File: src/rtl/display_pkg.sv
// rtl/display_pkg.sv - shared display subsystem types and default clock-monitor constants
package display_pkg;

   localparam int unsigned DEF_WIN_CYCLES = 256;
   localparam int unsigned DEF_EXP_MIN    = 60;
   localparam int unsigned DEF_EXP_MAX    = 68;
   localparam int unsigned DEF_LOCK_WINS  = 4;
   localparam int unsigned DEF_LOSS_WINS  = 2;
   localparam int unsigned DEF_CW         = $clog2(DEF_WIN_CYCLES) + 1;

   typedef enum logic [1:0] {
      ST_IDLE    = 2'd0,
      ST_ACQUIRE = 2'd1,
      ST_LOCKED  = 2'd2,
      ST_LOST    = 2'd3
   } display_clk_mon_state_e;

endpackage

File: src/rtl/display_clk_mon_if.sv
// rtl/display_clk_mon_if.sv - control and status bundle of the pixel clock monitor
interface display_clk_mon_if
   import display_pkg::*;
#(
   parameter int unsigned CW = DEF_CW
) ();

   logic          en;
   logic          pixel_clk;
   logic          clk_ok;
   logic [CW-1:0] meas_cnt;
   logic          meas_valid;
   logic          lost_irq;
   logic          pix_rst_req_n;

   modport master (
      input  en,
      input  pixel_clk,
      output clk_ok,
      output meas_cnt,
      output meas_valid,
      output lost_irq,
      output pix_rst_req_n
   );

   modport slave (
      output en,
      output pixel_clk,
      input  clk_ok,
      input  meas_cnt,
      input  meas_valid,
      input  lost_irq,
      input  pix_rst_req_n
   );

endinterface

File: src/rtl/display_sync2.sv
// rtl/display_sync2.sv - two-flop level synchronizer, async active-low reset to 0
module display_sync2 (
   input  logic clk,
   input  logic rst_n,
   input  logic d,
   output logic q
);

   logic meta;

   always_ff @(posedge clk or negedge rst_n) begin
      if (!rst_n) begin
         meta <= 1'b0;
         q    <= 1'b0;
      end else begin
         meta <= d;
         q    <= meta;
      end
   end

endmodule

File: src/rtl/display_clk_mon.sv
// rtl/display_clk_mon.sv - counts pixel_clk edges per clk_sys window and tracks lock/loss
module display_clk_mon
   import display_pkg::*;
#(
   parameter int unsigned WIN_CYCLES = DEF_WIN_CYCLES,
   parameter int unsigned EXP_MIN    = DEF_EXP_MIN,
   parameter int unsigned EXP_MAX    = DEF_EXP_MAX,
   parameter int unsigned LOCK_WINS  = DEF_LOCK_WINS,
   parameter int unsigned LOSS_WINS  = DEF_LOSS_WINS
) (
   input  logic               clk_sys,
   input  logic               rst_n,
   display_clk_mon_if.master  mon
);

   localparam int unsigned CW      = $clog2(WIN_CYCLES) + 1;
   localparam int unsigned WW      = $clog2(WIN_CYCLES);
   localparam int unsigned RUN_MAX = (LOCK_WINS > LOSS_WINS) ? LOCK_WINS : LOSS_WINS;
   localparam int unsigned RW      = $clog2(RUN_MAX + 1);

   localparam logic [CW-1:0] CNT_SAT  = '1;
   localparam logic [CW-1:0] CNT_MIN  = CW'(EXP_MIN);
   localparam logic [CW-1:0] CNT_MAX  = CW'(EXP_MAX);
   localparam logic [WW-1:0] WIN_LAST = WW'(WIN_CYCLES - 1);
   localparam logic [RW-1:0] RUN_LOCK = RW'(LOCK_WINS);
   localparam logic [RW-1:0] RUN_LOSS = RW'(LOSS_WINS);

   display_clk_mon_state_e state;

   logic          pix_s2;
   logic          pix_s3;
   logic          pix_edge;
   logic [WW-1:0] win_cnt;
   logic [CW-1:0] edge_cnt;
   logic [CW-1:0] win_count;
   logic          win_end;
   logic          win_good;
   logic [RW-1:0] good_run;
   logic [RW-1:0] bad_run;
   logic [RW-1:0] good_inc;
   logic [RW-1:0] bad_inc;

   logic [CW-1:0] meas_cnt_q;
   logic          meas_valid_q;
   logic          clk_ok_q;
   logic          lost_irq_q;
   logic          pix_rst_n_q;

   // pixel_clk is only ever sampled as data; the third flop gives a one-cycle rising-edge strobe
   display_sync2 u_sync (
      .clk   (clk_sys),
      .rst_n (rst_n),
      .d     (mon.pixel_clk),
      .q     (pix_s2)
   );

   always_ff @(posedge clk_sys or negedge rst_n) begin
      if (!rst_n) begin
         pix_s3 <= 1'b0;
      end else begin
         pix_s3 <= pix_s2;
      end
   end

   assign pix_edge = pix_s2 & ~pix_s3;
   assign win_end  = (state != ST_IDLE) && (win_cnt == WIN_LAST);
   assign good_inc = good_run + 1'b1;
   assign bad_inc  = bad_run + 1'b1;

   // Running count including this cycle's edge; on the last window cycle it is the result
   always_comb begin
      win_count = edge_cnt;
      if (pix_edge && (edge_cnt != CNT_SAT)) begin
         win_count = edge_cnt + 1'b1;
      end
   end

   assign win_good = (win_count >= CNT_MIN) && (win_count <= CNT_MAX);

   always_ff @(posedge clk_sys or negedge rst_n) begin
      if (!rst_n) begin
         win_cnt  <= '0;
         edge_cnt <= '0;
      end else if (!mon.en || (state == ST_IDLE)) begin
         win_cnt  <= '0;
         edge_cnt <= '0;
      end else if (win_end) begin
         win_cnt  <= '0;
         edge_cnt <= '0;
      end else begin
         win_cnt  <= win_cnt + 1'b1;
         edge_cnt <= win_count;
      end
   end

   // Decisions land on the same edge that publishes meas_cnt, so status moves with meas_valid
   always_ff @(posedge clk_sys or negedge rst_n) begin
      if (!rst_n) begin
         state        <= ST_IDLE;
         good_run     <= '0;
         bad_run      <= '0;
         meas_cnt_q   <= '0;
         meas_valid_q <= 1'b0;
         clk_ok_q     <= 1'b0;
         lost_irq_q   <= 1'b0;
         pix_rst_n_q  <= 1'b0;
      end else begin
         meas_valid_q <= 1'b0;
         lost_irq_q   <= 1'b0;
         if (!mon.en) begin
            state       <= ST_IDLE;
            good_run    <= '0;
            bad_run     <= '0;
            clk_ok_q    <= 1'b0;
            pix_rst_n_q <= 1'b0;
         end else begin
            case (state)
               ST_IDLE: begin
                  state <= ST_ACQUIRE;
               end
               ST_ACQUIRE: begin
                  if (win_end) begin
                     if (!win_good) begin
                        good_run <= '0;
                     end else if (good_inc >= RUN_LOCK) begin
                        state       <= ST_LOCKED;
                        good_run    <= '0;
                        bad_run     <= '0;
                        clk_ok_q    <= 1'b1;
                        pix_rst_n_q <= 1'b1;
                     end else begin
                        good_run <= good_inc;
                     end
                  end
               end
               ST_LOCKED: begin
                  if (win_end) begin
                     if (win_good) begin
                        bad_run <= '0;
                     end else if (bad_inc >= RUN_LOSS) begin
                        state       <= ST_LOST;
                        bad_run     <= '0;
                        clk_ok_q    <= 1'b0;
                        pix_rst_n_q <= 1'b0;
                        lost_irq_q  <= 1'b1;
                     end else begin
                        bad_run <= bad_inc;
                     end
                  end
               end
               ST_LOST: begin
                  if (win_end && win_good) begin
                     state    <= ST_ACQUIRE;
                     good_run <= RW'(1);
                  end
               end
               default: begin
                  state <= ST_IDLE;
               end
            endcase
            if (win_end) begin
               meas_cnt_q   <= win_count;
               meas_valid_q <= 1'b1;
            end
         end
      end
   end

   assign mon.meas_cnt      = meas_cnt_q;
   assign mon.meas_valid    = meas_valid_q;
   assign mon.clk_ok        = clk_ok_q;
   assign mon.lost_irq      = lost_irq_q;
   assign mon.pix_rst_req_n = pix_rst_n_q;

endmodule

File: src/flat_wrapper.sv
// flat-port wrapper written by rule: the top's interface ports become plain ports
module display_clk_mon_flat import display_pkg::*;
#(
   parameter int unsigned WIN_CYCLES = DEF_WIN_CYCLES,
   parameter int unsigned EXP_MIN    = DEF_EXP_MIN,
   parameter int unsigned EXP_MAX    = DEF_EXP_MAX,
   parameter int unsigned LOCK_WINS  = DEF_LOCK_WINS,
   parameter int unsigned LOSS_WINS  = DEF_LOSS_WINS
)
  (clk_sys, rst_n, mon_en, mon_pixel_clk, mon_clk_ok, mon_meas_cnt, mon_meas_valid, mon_lost_irq, mon_pix_rst_req_n);
  display_clk_mon_if mon_i ();
  input  logic clk_sys;
  input  logic rst_n;
  input wire logic [$bits(mon_i.en)-1:0] mon_en;
  input wire logic [$bits(mon_i.pixel_clk)-1:0] mon_pixel_clk;
  output wire logic [$bits(mon_i.clk_ok)-1:0] mon_clk_ok;
  output wire logic [$bits(mon_i.meas_cnt)-1:0] mon_meas_cnt;
  output wire logic [$bits(mon_i.meas_valid)-1:0] mon_meas_valid;
  output wire logic [$bits(mon_i.lost_irq)-1:0] mon_lost_irq;
  output wire logic [$bits(mon_i.pix_rst_req_n)-1:0] mon_pix_rst_req_n;
  assign mon_i.en = mon_en;
  assign mon_i.pixel_clk = mon_pixel_clk;
  assign mon_clk_ok = mon_i.clk_ok;
  assign mon_meas_cnt = mon_i.meas_cnt;
  assign mon_meas_valid = mon_i.meas_valid;
  assign mon_lost_irq = mon_i.lost_irq;
  assign mon_pix_rst_req_n = mon_i.pix_rst_req_n;
  display_clk_mon #(.WIN_CYCLES(WIN_CYCLES), .EXP_MIN(EXP_MIN), .EXP_MAX(EXP_MAX), .LOCK_WINS(LOCK_WINS), .LOSS_WINS(LOSS_WINS)) u_core (.clk_sys(clk_sys), .rst_n(rst_n), .mon(mon_i));
endmodule
File: config.mk
export PLATFORM = sky130hd
export DESIGN_NAME = display_clk_mon_flat
export DESIGN_NICKNAME = d
export VERILOG_FILES = /design/src/rtl/display_pkg.sv /design/src/rtl/display_clk_mon_if.sv /design/src/rtl/display_sync2.sv /design/src/rtl/display_clk_mon.sv /design/src/flat_wrapper.sv
export SDC_FILE = /design/constraint.sdc
export NUM_CORES = 1
export LEC_CHECK = 0
export ABC_AREA = 1
export CAP_MARGIN = 20
export CELL_PAD_IN_SITES_DETAIL_PLACEMENT = 0
export CELL_PAD_IN_SITES_GLOBAL_PLACEMENT = 2
export CORE_ASPECT_RATIO = 0.75
export CORE_MARGIN = 10
export CORE_UTILIZATION = 38
export DETAILED_ROUTE_END_ITERATION = 16
export GPL_TIMING_DRIVEN = 0
export HOLD_SLACK_MARGIN = 0.05
export PLACE_DENSITY = 0.89
export SLEW_MARGIN = 0
export SYNTH_ARGS = -nofsm -noshare
export SYNTH_HDL_FRONTEND = slang
export SYNTH_SLANG_ARGS = --single-unit
File: constraint.sdc
create_clock -name clk_sys -period 7.22 [get_ports clk_sys]
set_input_delay 0.722 -clock clk_sys [delete_from_list [all_inputs] [get_ports clk_sys]]
set_output_delay 0.722 -clock clk_sys [all_outputs]
set_load 0.01 [all_outputs]
==> results.json <==
{
  "fp.dieArea_sq_um": 9080,
  "setup_viol": 0,
  "maxCapViolations": 0,
  "grt_pass1_vias": 1568,
  "finalHoldViolCount": 0,
  "die_h_um": 85.0,
  "antenna_found_initial": 0,
  "grt_max_degree": 26,
  "ys_types": 35,
  "finalCritPeriodShare_pct": 38.5,
  "clk_latency_ns": 0.29,
  "max-slew-margin-rel_pct": 64.3,
  "power.switching_uw": 176,
  "rows": 23,
  "cp_max_fo": 9,
  "path_delay_family": "simple AND/OR/NAND/NOR gates",
  "ctsHtreeMaxLevel": 2,
  "syn_area_sq_um": 2140,
  "yosysWarnings": 0,
  "cp-start-kind": "register",
  "routedWlPerCell_um": 12.4,
  "fin_skew_ns": 0.00713,
  "internal_power_uw": 396,
  "p_leak_nw": 1.26,
  "hpwl_um": 3360,
  "end_kind": "register",
  "post_dp_cell_area_sq_um": 2410,
  "fin_hold_ws_ns": 0.342,
  "ff_latch_area_sq_um": 1000,
  "yosysSeqAreaShare_pct": 46.7,
  "cp_cell_sequence": "ha_1 -> nand3_1 -> nor4_1 -> ha_1 -> nor2_2 -> nand2_2 -> nor2_4 -> nand2_2 -> nand2_1 -> nand2_2 -> clkinv_1 -> nand3_2 -> nand2_4 -> nand3_2 -> nand2_2 -> nand2_2 -> nand3_2 -> nand2_1 -> nand2_1",
  "fin_area_sq_um": 2520,
  "cts-root-buf": "clkbuf_8",
  "final_nets": 287,
  "cts_sinks": 40,
  "core_area_sq_um": 5410,
  "required_ns": 7.40,
  "io_buffers": 16,
  "cts_buffers": 5,
  "syn_inst": 249,
  "post-route-min-period_ns": 2.78,
  "route.vias.total": 1561,
  "fillers": 569,
  "cp.arrival_ns": 2.96,
  "drv_slew": 0,
  "syn_avg_cell_area_sq_um": 8.61,
  "power_switching_share_pct": 30.7,
  "grt_pass1_wl_um": 7820,
  "drive_gt1_share_pct": 15.7,
  "status": "complete, no violations",
  "cts.clk_slew.worst_paths_ns": 0.08,
  "grt-ovfl-total": 0,
  "crit_top_cell": "nand2_2",
  "synth_area_leaders": "dfrtp_1 47%, nand2_1 9.5%, ha_1 5.8%",
  "grt_setup_unrepaired": "no",
  "synth_area_leader_cell": "dfrtp_1",
  "cts_hold_buf": 0,
  "combPwrFrac_pct": 23.5,
  "ir_drop_mv": 0.100,
  "drc": 0,
  "fmax_ghz": 0.360,
  "drt_first_pass_iters": 4,
  "drtIter0Drc": 72,
  "tightest_slew_ns": 0.535,
  "clkPwrFrac_pct": 31.6,
  "cts_resized": 0,
  "cts_buffer_depth": 2,
  "min_path_type": "in -> async",
  "syn2layout_area_growth_pct": 17.6,
  "drt.antenna.violating_nets": 0,
  "io_pins": 17,
  "multi_input_area_sq_um": 1000,
  "instances_no_fill": 349,
  "place_congestion": 0.831,
  "die_x_um": 107,
  "max_stage_delay_ns": 0.41,
  "synth_fp_nets": 263,
  "critPathBufInv": 1,
  "reg2reg_slack_ns": 4.44,
  "tritoncts": "built",
  "setup_tns_ns": 0,
  "synth-seq-cells": 40,
  "critPathKind": "reg -> reg",
  "slowest_stage": "dfrtp_1",
  "grt_use_total_pct": 10.4,
  "antenna_cells": 0,
  "start_util_pct": 39.6,
  "vias_per_cell": 4.47,
  "seqPwrFrac_pct": 44.9,
  "power_density_nw_per_um2": 227,
  "synth_top_area_share_pct": 46.7,
  "wl_um": 4320,
  "post_cts_buffers": 0,
  "dpl.cell_count": 341
}
==> kinds of logic (layout without fill, tap and decap cells) <==
logic type | count (synthesis) | after routing | share of synthesized area [%]
and+or+nand+nor | 134 | 134 | 32.2
DFF | 40 | 40 | 46.7
buffers and inverters | 37 | 62 | 6.66
AOI/OAI and AO/OA | 22 | 22 | 6.19
adders and majority gates | 10 | 10 | 5.84
xor gates and xnor gates | 6 | 6 | 2.45
==> cell usage after synthesis, drive strengths merged <==
master and count:
nor2 35, xor2 4, or3b 1, o21ai 14, or2 2, nor3b 2, a21oi 5, ha 10
dfrtp 40, inv 32, nand2 65, xnor2 2, nand4 6, a211oi 1, buf 1, nand3b 3
nor3 2, clkbuf 2, nand3 17, nor4 1, o21bai 1, a21boi 1, clkinv 2
==> cell type report <==
class	instances	area share (%)
Inverter	34	5.06
Clock buffer	6	2.88
Clock inverter	2	1.39
Tap cell	75	3.72
Sequential cell	40	39.7
Multi-Input combinational cell	172	39.7
Timing Repair Buffer	17	6.95
Buffer	3	0.596
==> sequential cells by signal, summed over array words and instances (netlist names) <==
| name | cells |
|---|---|
| u_core.bad_run | 3 |
| u_core.u_sync.meta | 1 |
| u_core.good_run | 3 |
| u_core.pix_s3 | 1 |
| u_core.edge_cnt | 9 |
| u_core.state | 2 |
| u_core.mon.meas_cnt | 9 |
| u_core.win_cnt | 8 |
| u_core.mon.lost_irq | 1 |
| u_core.u_sync.q | 1 |
| u_core.mon.meas_valid | 1 |
| u_core.mon.clk_ok | 1 |
==> layer usage <==
metal	vias to the layer above	global-route usage (%)	wire, um
met3	2	2.95	114
met1	719	15.3	2440
li1	833	-	-
met4	0	2.94	23
met2	7	14.3	1740
met5	-	0	0
==> power groups by stage <==
| stage | Sequential, mW | Clock [mW] | Combinational, mW |
|---|---|---|---|
| after floorplan | 0.260 | 0 | 0.0943 |
| after global placement | 0.261 | 0 | 0.135 |
| after detailed placement | 0.261 | 0 | 0.137 |
| after CTS | 0.257 | 0.187 | 0.137 |
| after global routing | 0.260 | 0.196 | 0.154 |
| final | 0.257 | 0.181 | 0.135 |
==> through the flow <==
stage               setup WS [ns]  utilization, %  power [mW]
finish                       4.44            46.6       0.572
global route                 4.11            46.6       0.610
CTS                          4.44            46.6       0.581
detailed placement           4.45            44.6       0.398
global placement             4.37            44.3       0.396
floorplan                    4.89               -       0.354
==> placed cells by master, fill, tap and decap left out, types with 4 or more instances in the layout <==
master           netlist  layout
nand4_1                5       5
xor2_1                 4       4
a21oi_1                4       4
nand3_1               10      10
nor2_2                 4       4
nand3_2                6       6
o21ai_0                7       7
ha_1                  10      10
nand2_1               54      54
clkdlybuf4s50_1        0      15
nand2_2                8       8
o21ai_1                5       5
dfrtp_1               40      40
nor2_1                29      29
clkbuf_8               0       5
inv_1                 30      30
==> path summary, 6_finish.rpt <==
kind,from,endpoint,depth (start not counted)
worst max register to register,u_core.edge_cnt[0]$_DFF_PN0_,u_core.state[1]$_DFFE_PN0P_,19
worst min register to register,u_core.u_sync.meta$_DFF_PN0_,u_core.u_sync.q$_DFF_PN0_,0
worst max-delay path,u_core.edge_cnt[0]$_DFF_PN0_,u_core.state[1]$_DFFE_PN0P_,19
max in group asynchronous,rst_n,u_core.good_run[1]$_DFFE_PN0P_,2
worst min-delay path,rst_n,u_core.mon.meas_cnt[4]$_DFFE_PN0P_,1
min in group clk_sys,u_core.u_sync.meta$_DFF_PN0_,u_core.u_sync.q$_DFF_PN0_,0
Power figures use the tool's default switching activity.
